`config.mk`:
```
export PLATFORM = sky130hd
export DESIGN_NAME = tone_decoder
export DESIGN_NICKNAME = d
export VERILOG_FILES = /design/src/rtl/tone_decoder.sv
export SDC_FILE = /design/constraint.sdc
export NUM_CORES = 1
export LEC_CHECK = 0
export CAP_MARGIN = 20
export CORE_ASPECT_RATIO = 2
export CORE_MARGIN = 3
export CORE_UTILIZATION = 53
export DETAILED_ROUTE_END_ITERATION = 8
export PLACE_DENSITY = 0.76
export SKIP_CTS_REPAIR_TIMING = 1
export SLEW_MARGIN = 20
export SYNTH_ARGS = -nofsm -noshare
export SYNTH_HDL_FRONTEND = slang
export SYNTH_SLANG_ARGS = --single-unit
```
`constraint.sdc`:
```
create_clock -name clk -period 2.3 [get_ports clk]
set_clock_uncertainty 0.2 [all_clocks]
set_input_delay 0.23 -clock clk [delete_from_list [all_inputs] [get_ports clk]]
set_output_delay 0.23 -clock clk [all_outputs]
set_load 0.01 [all_outputs]
```
`src/rtl/tone_decoder.sv`:
```
// Half-period tone decoder: measures a buzzer square wave, classifies it against the
// L1-L4 / R1-R4 note table, confirms notes and tracks the L and R melody sequences.
module tone_decoder #(
    parameter int unsigned TIMEOUT     = 250000,
    parameter int unsigned CONFIRM     = 3,
    parameter int unsigned SCALE_SHIFT = 0
) (
    input  logic        clk,
    input  logic        reset,
    input  logic        tone_in,
    output logic [3:0]  note_code,
    output logic        note_valid,
    output logic        note_start,
    output logic        seq_l_done,
    output logic        seq_r_done,
    output logic [17:0] half_period
);

    localparam int unsigned CW = 18;
    localparam int unsigned MW = 8;
    localparam int unsigned NW = 4;
    localparam logic [CW-1:0] CNT_MAX   = '1;
    localparam logic [CW-1:0] TIMEOUT_C = CW'(TIMEOUT);
    localparam logic [MW-1:0] MATCH_MAX = '1;
    localparam logic [MW-1:0] CONFIRM_C = MW'(CONFIRM);
    // Nominal half-periods in clk cycles (L1..L4, R1..R4), optionally scaled down by 2^SCALE_SHIFT
    localparam int unsigned NOM [8] = '{
        50000 >> SCALE_SHIFT,  25000 >> SCALE_SHIFT,  16667 >> SCALE_SHIFT, 12500 >> SCALE_SHIFT,
        191571 >> SCALE_SHIFT, 151976 >> SCALE_SHIFT, 127551 >> SCALE_SHIFT, 90253 >> SCALE_SHIFT
    };

    typedef enum logic [1:0] {SQ_IDLE, SQ_L, SQ_R} sq_e;

    function automatic logic [NW-1:0] classify(input logic [CW-1:0] m);
        logic [NW-1:0] c;
        c = '0;
        for (int i = 0; i < 8; i++) begin
            if (m >= CW'(NOM[i] - (NOM[i] >> 6)) && m <= CW'(NOM[i] + (NOM[i] >> 6)))
                c = NW'(i + 1);
        end
        return c;
    endfunction

    logic          sync1_q, sync1_d, sync2_q, sync2_d, sync3_q, sync3_d;
    logic [CW-1:0] cnt_q, cnt_d, half_q, half_d;
    logic          armed_q, armed_d, meas_q, meas_d;
    logic [NW-1:0] cls_q, cls_d, last_q, last_d, code_q, code_d, exp_q, exp_d;
    logic [MW-1:0] match_q, match_d;
    logic          valid_q, valid_d, start_q, start_d, ldone_q, ldone_d, rdone_q, rdone_d;
    sq_e           sq_q, sq_d;
    logic          edge_c;

    assign edge_c = sync2_q ^ sync3_q;

    always_comb begin
        sync1_d = tone_in;
        sync2_d = sync1_q;
        sync3_d = sync2_q;
        cnt_d   = cnt_q;
        half_d  = half_q;
        armed_d = armed_q;
        meas_d  = 1'b0;
        cls_d   = cls_q;
        last_d  = last_q;
        match_d = match_q;
        code_d  = code_q;
        start_d = 1'b0;
        ldone_d = 1'b0;
        rdone_d = 1'b0;
        sq_d    = sq_q;
        exp_d   = exp_q;

        // Stage 1: measure the interval ending at this edge; the first edge only arms
        if (edge_c) begin
            cnt_d = CW'(1);
            if (armed_q) begin
                meas_d = 1'b1;
                half_d = cnt_q;
                cls_d  = classify(cnt_q);
            end else begin
                armed_d = 1'b1;
            end
        end else if (cnt_q != CNT_MAX) begin
            cnt_d = cnt_q + 1'b1;
        end

        // Stage 2: confirmation counter, note acceptance and sequence tracking
        if (meas_q) begin
            last_d = cls_q;
            if (cls_q == '0)
                match_d = '0;
            else if (cls_q == last_q)
                match_d = (match_q == MATCH_MAX) ? match_q : match_q + 1'b1;
            else
                match_d = MW'(1);

            if (cls_q != '0 && match_d >= CONFIRM_C && cls_q != code_q) begin
                code_d  = cls_q;
                start_d = 1'b1;
                if (sq_q != SQ_IDLE && cls_q == exp_q) begin
                    if (exp_q == NW'(4) || exp_q == NW'(8)) begin
                        ldone_d = (sq_q == SQ_L);
                        rdone_d = (sq_q == SQ_R);
                        sq_d    = SQ_IDLE;
                        exp_d   = '0;
                    end else begin
                        exp_d = exp_q + 1'b1;
                    end
                end else if (cls_q == NW'(1)) begin
                    sq_d  = SQ_L;
                    exp_d = NW'(2);
                end else if (cls_q == NW'(5)) begin
                    sq_d  = SQ_R;
                    exp_d = NW'(6);
                end else begin
                    sq_d  = SQ_IDLE;
                    exp_d = '0;
                end
            end
        end

        // Silence: drop the note and all tracking state without any pulse
        if (!edge_c && cnt_q == TIMEOUT_C) begin
            code_d  = '0;
            match_d = '0;
            last_d  = '0;
            armed_d = 1'b0;
            start_d = 1'b0;
            ldone_d = 1'b0;
            rdone_d = 1'b0;
            sq_d    = SQ_IDLE;
            exp_d   = '0;
        end

        valid_d = (code_d != '0);
    end

    always_ff @(posedge clk) begin
        if (!reset) begin
            sync1_q <= 1'b0;
            sync2_q <= 1'b0;
            sync3_q <= 1'b0;
            cnt_q   <= '0;
            half_q  <= '0;
            armed_q <= 1'b0;
            meas_q  <= 1'b0;
            cls_q   <= '0;
            last_q  <= '0;
            match_q <= '0;
            code_q  <= '0;
            valid_q <= 1'b0;
            start_q <= 1'b0;
            ldone_q <= 1'b0;
            rdone_q <= 1'b0;
            sq_q    <= SQ_IDLE;
            exp_q   <= '0;
        end else begin
            sync1_q <= sync1_d;
            sync2_q <= sync2_d;
            sync3_q <= sync3_d;
            cnt_q   <= cnt_d;
            half_q  <= half_d;
            armed_q <= armed_d;
            meas_q  <= meas_d;
            cls_q   <= cls_d;
            last_q  <= last_d;
            match_q <= match_d;
            code_q  <= code_d;
            valid_q <= valid_d;
            start_q <= start_d;
            ldone_q <= ldone_d;
            rdone_q <= rdone_d;
            sq_q    <= sq_d;
            exp_q   <= exp_d;
        end
    end

    assign note_code   = code_q;
    assign note_valid  = valid_q;
    assign note_start  = start_q;
    assign seq_l_done  = ldone_q;
    assign seq_r_done  = rdone_q;
    assign half_period = half_q;

endmodule

```
# After elaboration in Yosys (flattened, before gate mapping)
# Cells that the tools add are included.
# word_totals
regBits	71
input_bits	3
out_inout_bits	26
word_cells	111
# op_classes
n_addsub	3
magnitude_cmp	17
n_eq_ne	13
n_mux	27
n_bitwise	6
n_reduce_logical	27
# ops
op	n
4-bit 2-to-1 mux	12
18-bit by 15-bit greater-or-equal comparator with 1-bit output (second input constant)	2
18-bit by 17-bit greater-or-equal comparator with 1-bit output (second input constant)	2
18-bit greater-or-equal comparator (second input constant)	2
18-bit by 15-bit <= comparator with 1-bit output (second input constant)	2
18-bit by 17-bit <= comparator with 1-bit output (second input constant)	2
18-bit <= comparator (second input constant)	2
8-bit 2-to-1 mux	4
18-bit by 1-bit adder with 18-bit output (second input constant)	1
18-bit == test (second input constant)	1
18-bit by 14-bit greater-or-equal comparator with 1-bit output (second input constant)	1
18-bit by 16-bit greater-or-equal comparator with 1-bit output (second input constant)	1
18-bit by 14-bit <= comparator with 1-bit output (second input constant)	1
18-bit by 16-bit <= comparator with 1-bit output (second input constant)	1
18-bit != test (second input constant)	1
1-bit logical AND	12
8-bit by 1-bit adder with 8-bit output (second input constant)	1
4-bit by 3-bit == test with 1-bit output (second input constant)	2
4-bit == test	2
8-bit == test (second input constant)	1
8-bit by 2-bit greater-or-equal comparator with 1-bit output (second input constant)	1
2-bit 2-to-1 mux	4
4-bit nonzero test	2
3-bit 2-to-1 mux	2
other kinds (19)	31

# Longest topological paths before layout
# logic_depth
depth_word	12
mapped_depth	9

# Worst setup path after synthesis
# Ideal clock, no wire load.
# synth_path
kind	register to register
startpoint	register match_q[0]
endpoint	register sq_q[0]
setup_ps	117
arrival_time_ps	2051
required_ps	1983
setup_slack_ps	-69
stages_incl_launch_ff	9
path_buffers	1
synth_period_minus_slack_ps	2369
cell_sequence	dfxtp_1 > ha_1 > and3_1 > buf_2 > a31oi_1 > o221a_4 > nor3_4 > nand2_1 > a32o_1
# synth_between
elab_chain_len	9
elab_cells_between_ends	10
cone_classes	add/sub (1); order compare (1); eq/ne (1); mux (4); reduce/logical (3)
# synth_rtl
element	line_no	source
start, declared	48	logic [MW-1:0] match_q, match_d;
start signal, assigned	167	match_q <= match_d;
8-bit by 1-bit adder with 8-bit output / 8-bit == test (equally long branches)	93	match_d = (match_q == MATCH_MAX) ? match_q : match_q + 1'b1;
8-bit 2-to-1 mux *	93	
8-bit 2-to-1 mux *	92	else if (cls_q == last_q)
8-bit 2-to-1 mux *	90	if (cls_q == '0)
8-bit 2-to-1 mux *	88	if (meas_q) begin
8-bit by 2-bit greater-or-equal comparator with 1-bit output *	97	if (cls_q != '0 && match_d >= CONFIRM_C && cls_q != code_q) begin
1-bit logical AND * (2 in series)	97	
3-bit AND reduction (no source line) *	n/a	
end signal, assigned	173	sq_q <= sq_d;
end, declared	50	sq_e sq_q, sq_d;
# Mark *: on every way between the ends. The rest lies on a longest branch, timed or not. The select of a mux whose other input is x is not followed.
# A chain may end at the register's enable or synchronous reset.

# Worst setup path in the final report
# layout_path
startpoint	register match_q[1]
endpoint	register ldone_q (netlist: seq_l_done)
# layout_between
elab_chain_len	10
elab_cells_between_ends	11
cone_classes	add/sub (1); order compare (1); eq/ne (1); mux (4); bitwise (1); reduce/logical (3)
# layout_rtl
element	line_no	source
8-bit by 1-bit adder with 8-bit output / 8-bit == test (equally long branches)	93	
8-bit 2-to-1 mux *	93	
8-bit 2-to-1 mux *	92	
8-bit 2-to-1 mux *	90	
8-bit 2-to-1 mux *	88	
8-bit by 2-bit greater-or-equal comparator with 1-bit output *	97	
1-bit logical AND * (2 in series)	97	
1-bit inverter (no source line) *	n/a	
6-bit OR reduction (no source line) *	n/a	
end signal, assigned	171	ldone_q <= ldone_d;
end, declared	49	logic valid_q, valid_d, start_q, start_d, ldone_q, ldone_d, rdone_q, rdone_d;
# Marks and branches as above.

==> results_dict.tcl <==
set metrics [dict create \
    synth_top_family_by_area "simple AND/OR/NAND/NOR gates" \
    fin_crit_sh_pct 98.4 \
    path_cells "ha_2, and3_4, a31oi_2, o221a_4, buf_4, nor4_4, nand4_1, nor3b_1" \
    clock_sinks 71 \
    drive_above_1_share_pct 23.6 \
    finalSetupTns_ns 0 \
    hpwl_um 10800 \
    drt_iter0_drc 224 \
    vias_per_cell 6.01 \
    status "complete, no violations" \
    p_per_area_mw_per_mm2 496 \
    io_buffers 28 \
    yosys_warnings 0 \
    worst_pin_slew_ns 0.488 \
    drt_pass1_iterations 5 \
    cts_tree "done" \
    drv_cap 0 \
    wl_per_cell_um 19.1 \
    die_h_um 131 \
    synth_fa_ha_area_share_pct 2.40 \
    clk_latency_ns 0.34 \
    crit_path_end_kind "register" \
    finalCriticalPeriod_ns 2.26 \
    ys_ff_latch 71 \
    synth_compound_area_share_pct 18.0 \
    setup_viol 0 \
    fill_cells 624 \
    diodes 0 \
    wl_um 13700 \
    synth_nets 539 \
    syn-cell-area_mm2 0.00416 \
    rsz0062_at_grt "yes" \
    synth.area.top_cells "dfxtp_1 (34%), nand2_1 (6.6%), nor2_1 (4.5%)" \
    synth_area_leader_cell "dfxtp_1" \
    grt_pass1_vias 4199 \
    worst-endpoint-required_ns 2.35 \
    synth_cell_types 66 \
    grt_usage_pct 32.1 \
    ys_seq_area_share_pct 34.1 \
    vias 4315 \
    yosys.area_share.simple_pct 32.2 \
    die_area_mm2 0.00902 \
    syn_inst 528 \
    antenna_found_initial 0 \
    cp_max_fo 7 \
    start_kind "register" \
    cts_buffers 9 \
    leakage_nw 2.21 \
    syn_avg_cell_area_um2 7.89 \
    arrival_ns 2.31 \
    gp_congestion 0.965 \
    synth-xor-area-share_pct 6.07 \
    grt_max_degree 30 \
    drc 0 \
    htreeDepth 3 \
    die_w_um 68.7 \
    yosysTopAreaCellShare_pct 34.1 \
    grt.overflow.total 0 \
    async_reset_ff_share_pct 0 \
    antenna_left 0 \
    synth_mux_area_share_pct 1.44 \
    path_clk_slew_ns 0.06 \
    grt_pass1_wl_um 21400 \
    finalWorstSetupSlack_ns 0.0366 \
    slew_headroom_pct 67.2 \
    path_class "reg2reg" \
    fmax_ghz 0.442 \
    min_path_type "reg2reg" \
    area_growth_pct 31.1 \
    coreArea_mm2 0.00760 \
    placementRows 45 \
    dp_slack_ns -0.0810 \
    cp_slowest_cell "dfxtp_1" \
    ioPinCount 29 \
    start_util_pct 54.8 \
    layout.nets 630 \
    ctsLongestPathBuffers 2 \
    synth_edf_count 0 \
    ir_drop_v 0.000461 \
    synth_ff_type "dfxtp_1" \
    cts-root-buf "clkbuf_16" \
    slowest_delay_ns 0.33 \
    hold_viol_final 0 \
    finalMaxSlewViolations 0 \
]
sequential cells by signal, summed over array words and instances, names as in the netlist, 2 cells and up:
register and flops:
sq_q 2, note_code 4, half_period 18, cls_q 4, cnt_q 18, exp_q 4, match_q 8, last_q 4
stage by stage:
step           hold WS, ns  util (%)  instances  total power [mW]  instance area [um2]
2_1_floorplan        0.157         -        528              1.34                 4170
3_3_place_gp         0.220      66.9        699              1.40                 5080
3_5_place_dp         0.258      66.9        699              1.40                 5080
4_1_cts              0.267      70.6        715              2.72                 5370
5_1_grt              0.279      71.8        718              2.79                 5460
6_report             0.265      71.8        718              2.71                 5460
per-layer routing:
metal | part of all wire [%] | GRT usage, % | vias up | routed length [um]
li1 | - | - | 2067 | -
met1 | 35 | 31.0 | 2064 | 4750
met2 | 56 | 59.1 | 136 | 7740
met3 | 3.1 | 5.05 | 48 | 424
met4 | 6.0 | 18.6 | 0 | 825
met5 | 0 | 0 | - | 0
worst max-delay path: cells and delay by family (launching register included):
kind                     cells  cell delay [ns]
AO/OA/AOI/OAI                2             0.44
flip-flops                   1             0.33
AND/OR/NAND/NOR              4             0.85
adder cells (fa/ha/maj)      1             0.18
buffers and inverters        1             0.17
power by group:
part	total, mW	internal [mW]	switching (mW)	leakage, nW
registers	1.25	1.24	0.00994	0.576
logic	0.134	0.0614	0.0723	1.49
clock network	1.33	0.765	0.561	0.139
synthesized netlist by cell type, drive strengths merged (2+ instances only):
| cell | count |
|---|---|
| xnor2 | 7 |
| nand2b | 4 |
| nand4 | 16 |
| mux2i | 6 |
| nand3 | 27 |
| nor2 | 50 |
| or4 | 7 |
| a31o | 5 |
| o41ai | 3 |
| and4 | 3 |
| nand2 | 73 |
| nor3b | 4 |
| or2 | 2 |
| nor4 | 13 |
| and2 | 11 |
| buf | 17 |
| or3 | 7 |
| a211o | 3 |
| a21boi | 20 |
| nor2b | 4 |
| a21oi | 21 |
| ha | 8 |
| a31oi | 3 |
| and3 | 13 |
| a41oi | 2 |
| o21ai | 21 |
| and4b | 2 |
| dfxtp | 71 |
| inv | 10 |
| a211oi | 6 |
| xor2 | 21 |
| nor3 | 15 |
| a32o | 2 |
| clkbuf | 27 |
cells in the final DEF (no fill, tap or decap), types with 4 or more instances in the layout:
cell type and instances:
xnor2_1 7, dfxtp_2 8, a21oi_1 21, o21ai_0 17, clkbuf_16 9, nand2b_1 4
or3_1 7, nor3_1 14, nand4_1 16, nand2_1 73, or4_1 7, mux2i_1 6
clkdlybuf4s50_1 28, a31o_2 5, buf_4 93, nand3_1 26, ha_1 5, o21ai_1 4
nor2_1 49, and3_1 12, nor4_1 10, a21boi_0 20, inv_1 10, xor2_1 20
nor2b_1 4, and2_1 11, dfxtp_1 63, a211oi_1 6
cell families (layout without fill, tap and decap cells):
logic type      after synthesis  after routing
simple gates                257            257
fa+ha+maj                     8              8
xor+xnor                     28             28
mux                           6              6
buf+inv                      54            150
flops                        71             71
compound gates              104            104
area by class of cell:
type	instances	area [um2]	area share, %
multi-input combinational	403	2560	46.9
sequential	71	1430	26.2
timing repair buffer	124	1030	18.9
clock buffer	10	239	4.38
tap	94	118	2.15
clock inverter	6	43.8	0.802
inverter	10	37.5	0.688
final timing paths:
check / startpoint / to / slack, ns / cells after the start
max: match_q[1]$_SDFFE_PP0P_ / seq_l_done$_SDFF_PP0_ / 0.04 / 8
min: half_period[6]$_SDFFE_PN0P_ / half_period[6]$_SDFFE_PN0P_ / 0.26 / 2
max reg2reg: match_q[1]$_SDFFE_PP0P_ / seq_l_done$_SDFF_PP0_ / 0.04 / 8
min reg2reg: half_period[6]$_SDFFE_PN0P_ / half_period[6]$_SDFFE_PN0P_ / 0.26 / 2
No activity file was read; power rests on OpenSTA's default activity.
